File: src/rtl/dmtd_meter.sv
// DMTD beat-signal meter: deglitches the phase-detector XOR output and reports
// per-period high time and period length over a valid/ready stream.
module dmtd_meter #(
    parameter int CNT_W    = 16,
    parameter int DEGLITCH = 4
) (
    input  logic             clk,
    input  logic             rst,
    input  logic             en,
    input  logic             dmtd_in,
    output logic             meas_valid,
    input  logic             meas_ready,
    output logic [CNT_W-1:0] meas_high,
    output logic [CNT_W-1:0] meas_period,
    output logic             meas_sat,
    output logic             overrun,
    input  logic             clr_overrun
);

    localparam int                RUN_W    = (DEGLITCH > 1) ? $clog2(DEGLITCH) : 1;
    localparam logic [RUN_W-1:0]  RUN_LAST = RUN_W'(DEGLITCH - 1);
    localparam logic [CNT_W-1:0]  CNT_MAX  = '1;
    localparam logic [CNT_W-1:0]  CNT_ONE  = CNT_W'(1);

    typedef enum logic [1:0] {IDLE, ARM, HIGH, LOW} state_t;

    // Saturating increment; MSB of the result flags an attempted overflow.
    function automatic logic [CNT_W:0] sat_inc(input logic [CNT_W-1:0] x);
        if (x == CNT_MAX)
            return {1'b1, x};
        else
            return {1'b0, x + CNT_ONE};
    endfunction

    logic             filt, filt_d;
    logic [RUN_W-1:0] run;
    logic             rise, fall;
    state_t           state, state_nx;
    logic             load, inc_hc, inc_pc, publish, clear;
    logic [CNT_W-1:0] hc, pc;
    logic             sat_acc;
    logic [CNT_W:0]   hc_inc, pc_inc;

    // Stage p0: glitch filter, free-running so edges are clean before en rises
    always_ff @(posedge clk) begin
        if (rst) begin
            filt   <= 1'b0;
            filt_d <= 1'b0;
            run    <= '0;
        end else begin
            filt_d <= filt;
            if (dmtd_in != filt) begin
                if (run == RUN_LAST) begin
                    filt <= ~filt;
                    run  <= '0;
                end else begin
                    run <= run + RUN_W'(1);
                end
            end else begin
                run <= '0;
            end
        end
    end

    assign rise = filt & ~filt_d;
    assign fall = ~filt & filt_d;

    always_ff @(posedge clk) begin
        if (rst) state <= IDLE;
        else     state <= state_nx;
    end

    always_comb begin
        state_nx = state;
        if (!en) begin
            state_nx = IDLE;
        end else begin
            case (state)
                IDLE:    state_nx = ARM;
                ARM:     if (rise) state_nx = HIGH;
                HIGH:    if (fall) state_nx = LOW;
                LOW:     if (rise) state_nx = HIGH;
                default: state_nx = IDLE;
            endcase
        end
    end

    always_comb begin
        load    = 1'b0;
        inc_hc  = 1'b0;
        inc_pc  = 1'b0;
        publish = 1'b0;
        clear   = !en || (state == IDLE);
        if (en) begin
            case (state)
                ARM:  load = rise;
                HIGH: begin
                    inc_pc = 1'b1;
                    inc_hc = !fall;
                end
                LOW: begin
                    if (rise) begin
                        publish = 1'b1;
                        load    = 1'b1;
                    end else begin
                        inc_pc = 1'b1;
                    end
                end
                default: ;
            endcase
        end
    end

    assign hc_inc = sat_inc(hc);
    assign pc_inc = sat_inc(pc);

    // Stage p1: high/period counters with sticky per-period saturation flag
    always_ff @(posedge clk) begin
        if (rst || clear) begin
            hc      <= '0;
            pc      <= '0;
            sat_acc <= 1'b0;
        end else if (load) begin
            hc      <= CNT_ONE;
            pc      <= CNT_ONE;
            sat_acc <= 1'b0;
        end else begin
            if (inc_hc) hc <= hc_inc[CNT_W-1:0];
            if (inc_pc) pc <= pc_inc[CNT_W-1:0];
            sat_acc <= sat_acc | (inc_hc & hc_inc[CNT_W]) | (inc_pc & pc_inc[CNT_W]);
        end
    end

    // Stage p2: result holding register; a result arriving while stalled is dropped
    always_ff @(posedge clk) begin
        if (rst) begin
            meas_valid  <= 1'b0;
            meas_high   <= '0;
            meas_period <= '0;
            meas_sat    <= 1'b0;
            overrun     <= 1'b0;
        end else begin
            if (publish && (!meas_valid || meas_ready)) begin
                meas_valid  <= 1'b1;
                meas_high   <= hc;
                meas_period <= pc;
                meas_sat    <= sat_acc;
            end else if (meas_ready) begin
                meas_valid <= 1'b0;
            end
            if (publish && meas_valid && !meas_ready)
                overrun <= 1'b1;
            else if (clr_overrun)
                overrun <= 1'b0;
        end
    end

endmodule

File: config.mk
export PLATFORM = sky130hd
export DESIGN_NAME = dmtd_meter
export DESIGN_NICKNAME = d
export VERILOG_FILES = /design/src/rtl/dmtd_meter.sv
export SDC_FILE = /design/constraint.sdc
export NUM_CORES = 1
export LEC_CHECK = 0
export BUFFER_PORTS_ARGS = -buffer_cell sky130_fd_sc_hd__buf_2
export CORE_MARGIN = 1
export CORE_UTILIZATION = 55
export CTS_BUF_LIST = sky130_fd_sc_hd__clkbuf_8
export CTS_CLUSTER_SIZE = 20
export DETAILED_ROUTE_END_ITERATION = 8
export PLACE_DENSITY = 0.76
export SLEW_MARGIN = 40
export SYNTH_ARGS = -nofsm -noshare
export SYNTH_HDL_FRONTEND = slang
export SYNTH_SLANG_ARGS = --single-unit
File: constraint.sdc
create_clock -name clk -period 5.22 [get_ports clk]
set_input_delay 0.261 -clock clk [delete_from_list [all_inputs] [get_ports clk]]
set_output_delay 0.261 -clock clk [all_outputs]
set_load 0.02 [all_outputs]
Yosys cells after proc, flatten, opt, wreduce, memory -nomap -nowiden
Cells that the tools add are included.
{ "totals": {"reg_bits": 74, "in_bits": 6, "out_inout_bits": 35, "elab_cells": 88} }
{ "classes": {"n_addsub": 3, "n_eq_ne": 11, "mux": 23, "bitwise_logic": 12, "n_reduce_logical": 25} }
{ "op_table": {"columns": ["operator", "count"], "rows": [
  ["$mux W17", 2],
  ["$add A16 B1 Y16 const B", 2],
  ["$eq A16 B16 Y1 const B", 2],
  ["$mux W1", 16],
  ["$reduce_and A2 Y1", 6],
  ["$reduce_bool A2 Y1", 4],
  ["$eq A2 B2 Y1 const B", 3],
  ["$ne A2 B2 Y1 const B", 3],
  ["$not A1 Y1", 6],
  ["$pmux W2 S3", 1],
  ["$reduce_or A2 Y1", 3],
  ["$and A1 B1 Y1", 4],
  ["$logic_not A1 Y1", 4],
  ["$mux W2", 2],
  ["$pmux W1 S2", 2],
  ["$logic_and A1 B1 Y1", 3],
  ["$logic_or A1 B1 Y1", 3],
  ["$reduce_or A3 Y1", 1],
  ["$add A2 B1 Y2 const B", 1],
  ["$eq A2 B1 Y1 const B", 1],
  ["$logic_not A2 Y1", 1],
  ["$ne A2 B1 Y1 const B", 1],
  ["$or A1 B1 Y1", 2],
  ["$ne A1 B1 Y1", 1]
]} }

Logic depth before layout (Yosys ltp)
Gate-level depths: netlist (run 1).
{ "depth": {"ltp_word": 8, "ltp_mapped": 6, "depth_no_buf": 5} }

Least setup slack after synthesis (run 1)
OpenSTA, ideal clock, no wires.
{ "synth_path": {"path_kind": "reg2reg", "start": "register pc[0]", "end": "register pc[10]", "setup_ns": 0.059, "arrival_time_ns": 1.904, "required_time_ns": 5.161, "path_slack_ns": 3.257, "path_stages_with_launch": 7, "n_path_buf": 1, "period_less_slack_ns": 1.963, "cell_sequence": "dfxtp_1 -> ha_1 -> nand4_1 -> or4_1 -> buf_2 -> or4_1 -> nand2_1"} }
{ "synth_between": {"elab_chain_len": 3, "word_cells_on_any_way": 4, "classes_between": "add/sub: 1; eq/ne: 1; bitwise: 1; reduce/logical: 1"} }
{ "synth_lines": {"columns": ["item", "line_no", "rtl"], "rows": [
  ["from (decl)", "40", "logic [CNT_W-1:0] hc, pc;"],
  ["from (signal assigned)", "129", "if (inc_pc) pc <= pc_inc[CNT_W-1:0];"],
  ["branches (longest 3 deep; another with $add A16 B1 Y16)", null, null]
]} }
Parallel ways; which one is timed is not known.
A chain may end at the register's enable or synchronous reset.

Final worst setup path (run 1)
{ "layout_path": {"start": "register pc[1]", "end": "register pc[10]"} }
Same word-level chain as after synthesis.

==> flow_metrics.tcl, run 1 <==
set metrics [dict create \
    grt_setup_unrepaired "no" \
    synth_top_family_by_area "simple AND/OR/NAND/NOR gates" \
    ios 41 \
    synth_flop_cell "dfxtp_1" \
    start_util_pct 57.5 \
    r2r_start "pc[1]$_SDFFE_PP0P_" \
    synth_cell_type_count 43 \
    synthCells 385 \
    drt_iter0_markers 138 \
    min_period_ns 2.27 \
    groute.usage.overall_pct 24.3 \
    timing.fmax_ghz 0.441 \
    hold_viol 0 \
    synth_xor_area_share_pct 0.275 \
    critPathArrivalTime_ns 2.56 \
    synth_common_cells "85 x nand2_1, 74 x dfxtp_1, 55 x a21oi_1, 19 x or4_1, 16 x clkbuf_1" \
    drt_first_pass_iters 4 \
    postSynthRegisterBits 74 \
    end_kind "flip-flop" \
    crit_required_ns 5.51 \
    h-tree-depth 3 \
    final_cell_area_sq_um 3620 \
    period_share_pct 43.5 \
    setup_tns_ns 0 \
    met2_length_um 3330 \
    antennaDiodeCount 0 \
    wirelength_um 6840 \
    synthMostInstantiatedCell "nand2_1" \
    synth-seq-area-share_pct 46.5 \
    grt_overflow_total 0 \
    drive_gt1_share_pct 16.2 \
    drc 0 \
    synthToLayoutAreaGrowth_pct 13.7 \
    crit_start "pc[1]$_SDFFE_PP0P_" \
    setup_viol 0 \
    dieArea_sq_um 6100 \
    synthAdderAreaFrac_pct 1.18 \
    crit_path_start_kind "flip-flop" \
    hold_buffers 0 \
    synth_top_area_share_pct 46.5 \
    slew_headroom_pct 48.8 \
    first_global_vias 2597 \
    cts_made_buffers 9 \
    p_per_area_nw_per_um2 278 \
    clk_pin_slew_ns 0.08 \
    root_buffer "clkbuf_8" \
    core_sq_um 5540 \
    stdcell_count 492 \
    via_count 2852 \
    syn_nets 394 \
    ir_drop_mv 0.199 \
    avgViaCountPerCell 5.80 \
    synth_edf_count 0 \
    cp_max_fo 8 \
    clock_sink_count 74 \
    status "completed" \
    wire_per_inst_um 13.9 \
    dp.final_hpwl_um 4550 \
    num_rows 27 \
    power_leakage_nw 1.23 \
    final-max-slew-violation-count 0 \
    dpl_cell_area_sq_um 3430 \
    synth_compound_area_share_pct 17.7 \
    clk_path_buf_depth 2 \
    dpl.cell_count 477 \
    antenna_found_initial 0 \
    die-width_um 78.1 \
    gp_congestion 0.813 \
    cts_tree "yes" \
    synth_area_leaders "dfxtp_1 47%, nand2_1 10%, a21oi_1 8.6%" \
    worst_pin_slew_ns 0.762 \
    dr_wl_met3_um 245 \
    hp-class "in2reg" \
    maxCapViolations 0 \
    synth.cell_area_sq_um 3180 \
    cts_resized 0 \
    top_layer "met4" \
    io_buffers 40 \
    yosysWarnings 0 \
    clkLatencyLatePin_ns 0.34 \
    wl_met1_um 3160 \
    post_synth_and_or_nand_nor_area_fraction_pct 29.8 \
    hold_slack_ns 0.187 \
    grt_pass1_wl_um 11700 \
    cts_setup_buffers 0 \
    yosys-mux-area-fraction_pct 0.943 \
    async_reset_ff_share_pct 0 \
    final_util_pct 65.3 \
    synth.largest_area_cell "dfxtp_1" \
    grt_max_degree 40 \
    crit_type "reg2reg" \
    layout.nets 425 \
    die_y_um 78.1 \
    drtAntennaViolNets 0 \
    fin_skew_ns 0.00652 \
    syn_area_per_cell_sq_um 8.27 \
    min-delay-start "dmtd_in" \
]
## per-stage QoR
stage	total power, W	setup WS, ns
3_5_place_dp	0.000594	2.87
4_1_cts	0.00101	2.97
6_report	0.00101	2.95
5_1_grt	0.00104	2.82
2_1_floorplan	0.000589	3.26
3_3_place_gp	0.000593	2.83
## state kept, by name, indices dropped and copies added, names as in the netlist, 2 cells and up
name / count
meas_high: 16
run: 2
state: 2
hc: 16
pc: 16
meas_period: 16
## where the power goes
part	total [W]	internal, W	switching, W
Combinational	0.0000145	0.00000407	0.0000105
Sequential	0.000566	0.000565	0.000000939
Clock	0.000425	0.000221	0.000204
Total	0.00101	0.000790	0.000216
## cell families (layout without fill, tap and decap cells)
| logic type | Yosys count | count (layout) |
|---|---|---|
| AOI/OAI and AO/OA | 95 | 95 |
| xor gates and xnor gates | 1 | 1 |
| adders and majority gates | 3 | 3 |
| buffers and inverters | 28 | 63 |
| DFF | 74 | 74 |
| muxes | 3 | 3 |
| and+or+nand+nor | 181 | 181 |
## final cells by class
type / instances / area [sq um]
clock buffers: 13 / 179
flip-flops and latches: 74 / 1480
well taps: 72 / 90.1
multi-input cells: 283 / 1620
inverters: 6 / 22.5
fillers: 497 / 1920
repair buffers: 42 / 215
clock inverters: 2 / 10.0
## cells in the final DEF (no fill, tap or decap), types with 4 or more instances in the layout
cell / synthesis / routed
clkbuf_8: 0 / 13
o31ai_1: 13 / 13
dfxtp_1: 74 / 74
nand2_1: 85 / 85
o21ai_0: 8 / 8
nand4_1: 8 / 8
nand2b_1: 4 / 4
inv_1: 6 / 6
nand3_1: 15 / 15
o41ai_1: 5 / 5
buf_2: 5 / 40
or3_1: 9 / 7
nor4_1: 6 / 6
or4_1: 19 / 19
o211ai_1: 4 / 4
nor2_1: 10 / 10
a21oi_1: 55 / 55
## routing by layer
metal	up-vias	track usage, %
met5	-	0
met4	0	12.4
met1	1318	29.9
met2	62	40.6
met3	9	4.42
li1	1463	-
## worst paths after layout
path | to | slack, ns | depth (start not counted)
worst max register to register | pc[10]$_SDFFE_PP0P_ | 2.95 | 5
worst max-delay path | pc[10]$_SDFFE_PP0P_ | 2.95 | 5
worst min-delay path | filt$_SDFFE_PP0P_ | 0.19 | 3
worst min register to register | run[0]$_SDFF_PP0_ | 0.42 | 1
## critical path, stage by stage, from the launching register on
cell and delay, ns:
dfxtp_1 0.45, ha_1 0.24, nand4_1 0.25, or4_1 0.69
or4_1 0.51, nand2_1 0.08
No activity file was read; power rests on OpenSTA's default activity.
==> run 2: changes to the inputs <==
--- a/config.mk
+++ b/config.mk
@@ -7,11 +7,11 @@
 export LEC_CHECK = 0
 export BUFFER_PORTS_ARGS = -buffer_cell sky130_fd_sc_hd__buf_2
 export CORE_MARGIN = 1
-export CORE_UTILIZATION = 55
+export CORE_UTILIZATION = 54
 export CTS_BUF_LIST = sky130_fd_sc_hd__clkbuf_8
 export CTS_CLUSTER_SIZE = 20
 export DETAILED_ROUTE_END_ITERATION = 8
-export PLACE_DENSITY = 0.76
+export PLACE_DENSITY = 0.78
 export SLEW_MARGIN = 40
 export SYNTH_ARGS = -nofsm -noshare
 export SYNTH_HDL_FRONTEND = slang
==> constraint.sdc (replaced) <==
create_clock -name clk -period 1.98 [get_ports clk]
set_input_delay 0.099 -clock clk [delete_from_list [all_inputs] [get_ports clk]]
set_output_delay 0.099 -clock clk [all_outputs]
set_load 0.02 [all_outputs]
==> run 2 against run 1 <==
  * Wire length up 5.0%
  * Final area up 5.3%
  * Via count up 5.4%
  * Clock power rose to 2.6 times the previous value
  * Flip-flop and latch count unchanged
  * Maximum frequency up 21%
==> flow_metrics.tcl, run 2 (synthesis results as in run 1) <==
set metrics [dict create \
    stdcell_count 519 \
    clock_sink_count 74 \
    path_buf_inv 0 \
    crit_required_ns 2.27 \
    crit_path_cell_trace "and3b_2 -> or4_4 -> or4_1 -> a21oi_1" \
    fin_skew_ns 0.00705 \
    grt_pass1_wl_um 12400 \
    cts_made_buffers 9 \
    core_sq_um 5610 \
    reg2reg_slack_ns 0.11 \
    gp_congestion 0.845 \
    crit_path_start_kind "flip-flop" \
    grt_setup_unrepaired "no" \
    dp_slack_ns -0.0189 \
    cts_setup_buffers 0 \
    avgViaCountPerCell 5.79 \
    drtAntennaViolNets 0 \
    crit_start "filt_d$_SDFF_PP0_" \
    io_buffers 40 \
    groute.usage.overall_pct 25.6 \
    worst_slack_ns 0.107 \
    crit_type "reg2reg" \
    wire_per_inst_um 13.8 \
    critical_path.top_delay_family "simple AND/OR/NAND/NOR gates" \
    drt_first_pass_iters 4 \
    status "completed" \
    final-max-slew-violation-count 0 \
    h-tree-depth 3 \
    hold_buffers 0 \
    gr-usage-met1_pct 33.3 \
    cpMaxStageDelayCell "or4_4" \
    ir_drop_mv 0.427 \
    dieArea_sq_um 6210 \
    drc 0 \
    critPathArrivalTime_ns 2.16 \
    ios 41 \
    num_rows 27 \
    worst_pin_slew_ns 0.401 \
    cts_tree "yes" \
    use_met2_pct 41.2 \
    setup_tns_ns 0 \
    dp.final_hpwl_um 5020 \
    antennaDiodeCount 0 \
    cp_max_fo 9 \
    setup_viol 0 \
    worstReg2RegEnd "pc[9]$_SDFFE_PP0P_" \
    synthToLayoutAreaGrowth_pct 19.8 \
    timing.fmax_ghz 0.534 \
    maxCapViolations 0 \
    drt_iter0_markers 124 \
    period_share_pct 94.6 \
    grt-busiest-layer "met2" \
    clk_path_buf_depth 2 \
    end_kind "flip-flop" \
    wirelength_um 7180 \
    clkLatencyLatePin_ns 0.35 \
    power_w 0.00265 \
    root_buffer "clkbuf_8" \
    power_leakage_nw 1.34 \
    clk_pin_slew_ns 0.07 \
    reg2reg_depth 4 \
    layout_commonest_cell "nand2_1" \
    met3_usage_pct 4.83 \
    hp-class "in2reg" \
    cp.depth 4 \
    first_global_vias 2691 \
    hold_viol 0 \
    die-width_um 78.8 \
    endpoint "pc[9]$_SDFFE_PP0P_" \
    die_y_um 78.8 \
    grt_max_degree 39 \
    antenna_found_initial 0 \
    layout.nets 452 \
    slew_headroom_pct 73.2 \
    start_util_pct 56.8 \
    max_stage_delay_ns 0.56 \
    final_cell_mix "85 x nand2_1, 72 x dfxtp_1, 55 x a21oi_1" \
    p_per_area_nw_per_um2 696 \
    drive_gt1_share_pct 22.1 \
    via_count 3005 \
    grt_overflow_total 0 \
    min_period_ns 1.87 \
    r2r_start "filt_d$_SDFF_PP0_" \
    dpl.cell_count 504 \
]
-- run 2: final cells by class --
class	count	area, sq um
flip-flops and latches	74	1480
multi-input cells	283	1610
inverters	6	22.5
fillers	492	1800
repair buffers	69	418
well taps	72	90.1
clock inverters	2	10.0
clock buffers	13	179
-- run 2: repair_timing --
| action | CTS | global route |
|---|---|---|
| pin swaps | 0 | 1 |
| gates resized for setup | 1 | 5 |
| endpoints found under the setup margin | 1 | 5 |
-- run 2: worst min-delay path, stage by stage --
cell and delay (ns):
buf_2 0.10, mux2i_1 0.07, nor2_1 0.08
-- run 2: layer usage --
layer  wire [um]  part of all wire, %
met3         255                  3.6
met1        3390                   47
met5           0                    0
met4         125                  1.7
met2        3410                   48
-- run 2: worst min path at each step --
stage / from / depth (start not counted) / slack [ns] / end
after floorplan: dmtd_in / 2 / 0.25 / filt$_SDFFE_PP0P_
after global placement: dmtd_in / 3 / 0.37 / filt$_SDFFE_PP0P_
after detailed placement: dmtd_in / 3 / 0.38 / filt$_SDFFE_PP0P_
after CTS: dmtd_in / 3 / 0.03 / filt$_SDFFE_PP0P_
after global routing: clr_overrun / 4 / 0.06 / overrun$_SDFFE_PP0P_
final: dmtd_in / 3 / 0.04 / filt$_SDFFE_PP0P_
-- run 2: per-stage QoR --
stage	instance area (sq um)	hold WS, ns	util, %
finish	3810	0.0362	68.0
global route	3810	0.0585	68.0
CTS	3800	0.0302	67.8
detailed placement	3610	0.381	64.3
global placement	3610	0.370	64.3
floorplan	3180	0.246	-
-- run 2: where the power goes --
part | total, W | switching (W) | internal [W]
logic | 0.0000463 | 0.0000304 | 0.0000159
registers | 0.00149 | 0.00000149 | 0.00149
clock network | 0.00111 | 0.000533 | 0.000581
total | 0.00265 | 0.000565 | 0.00209
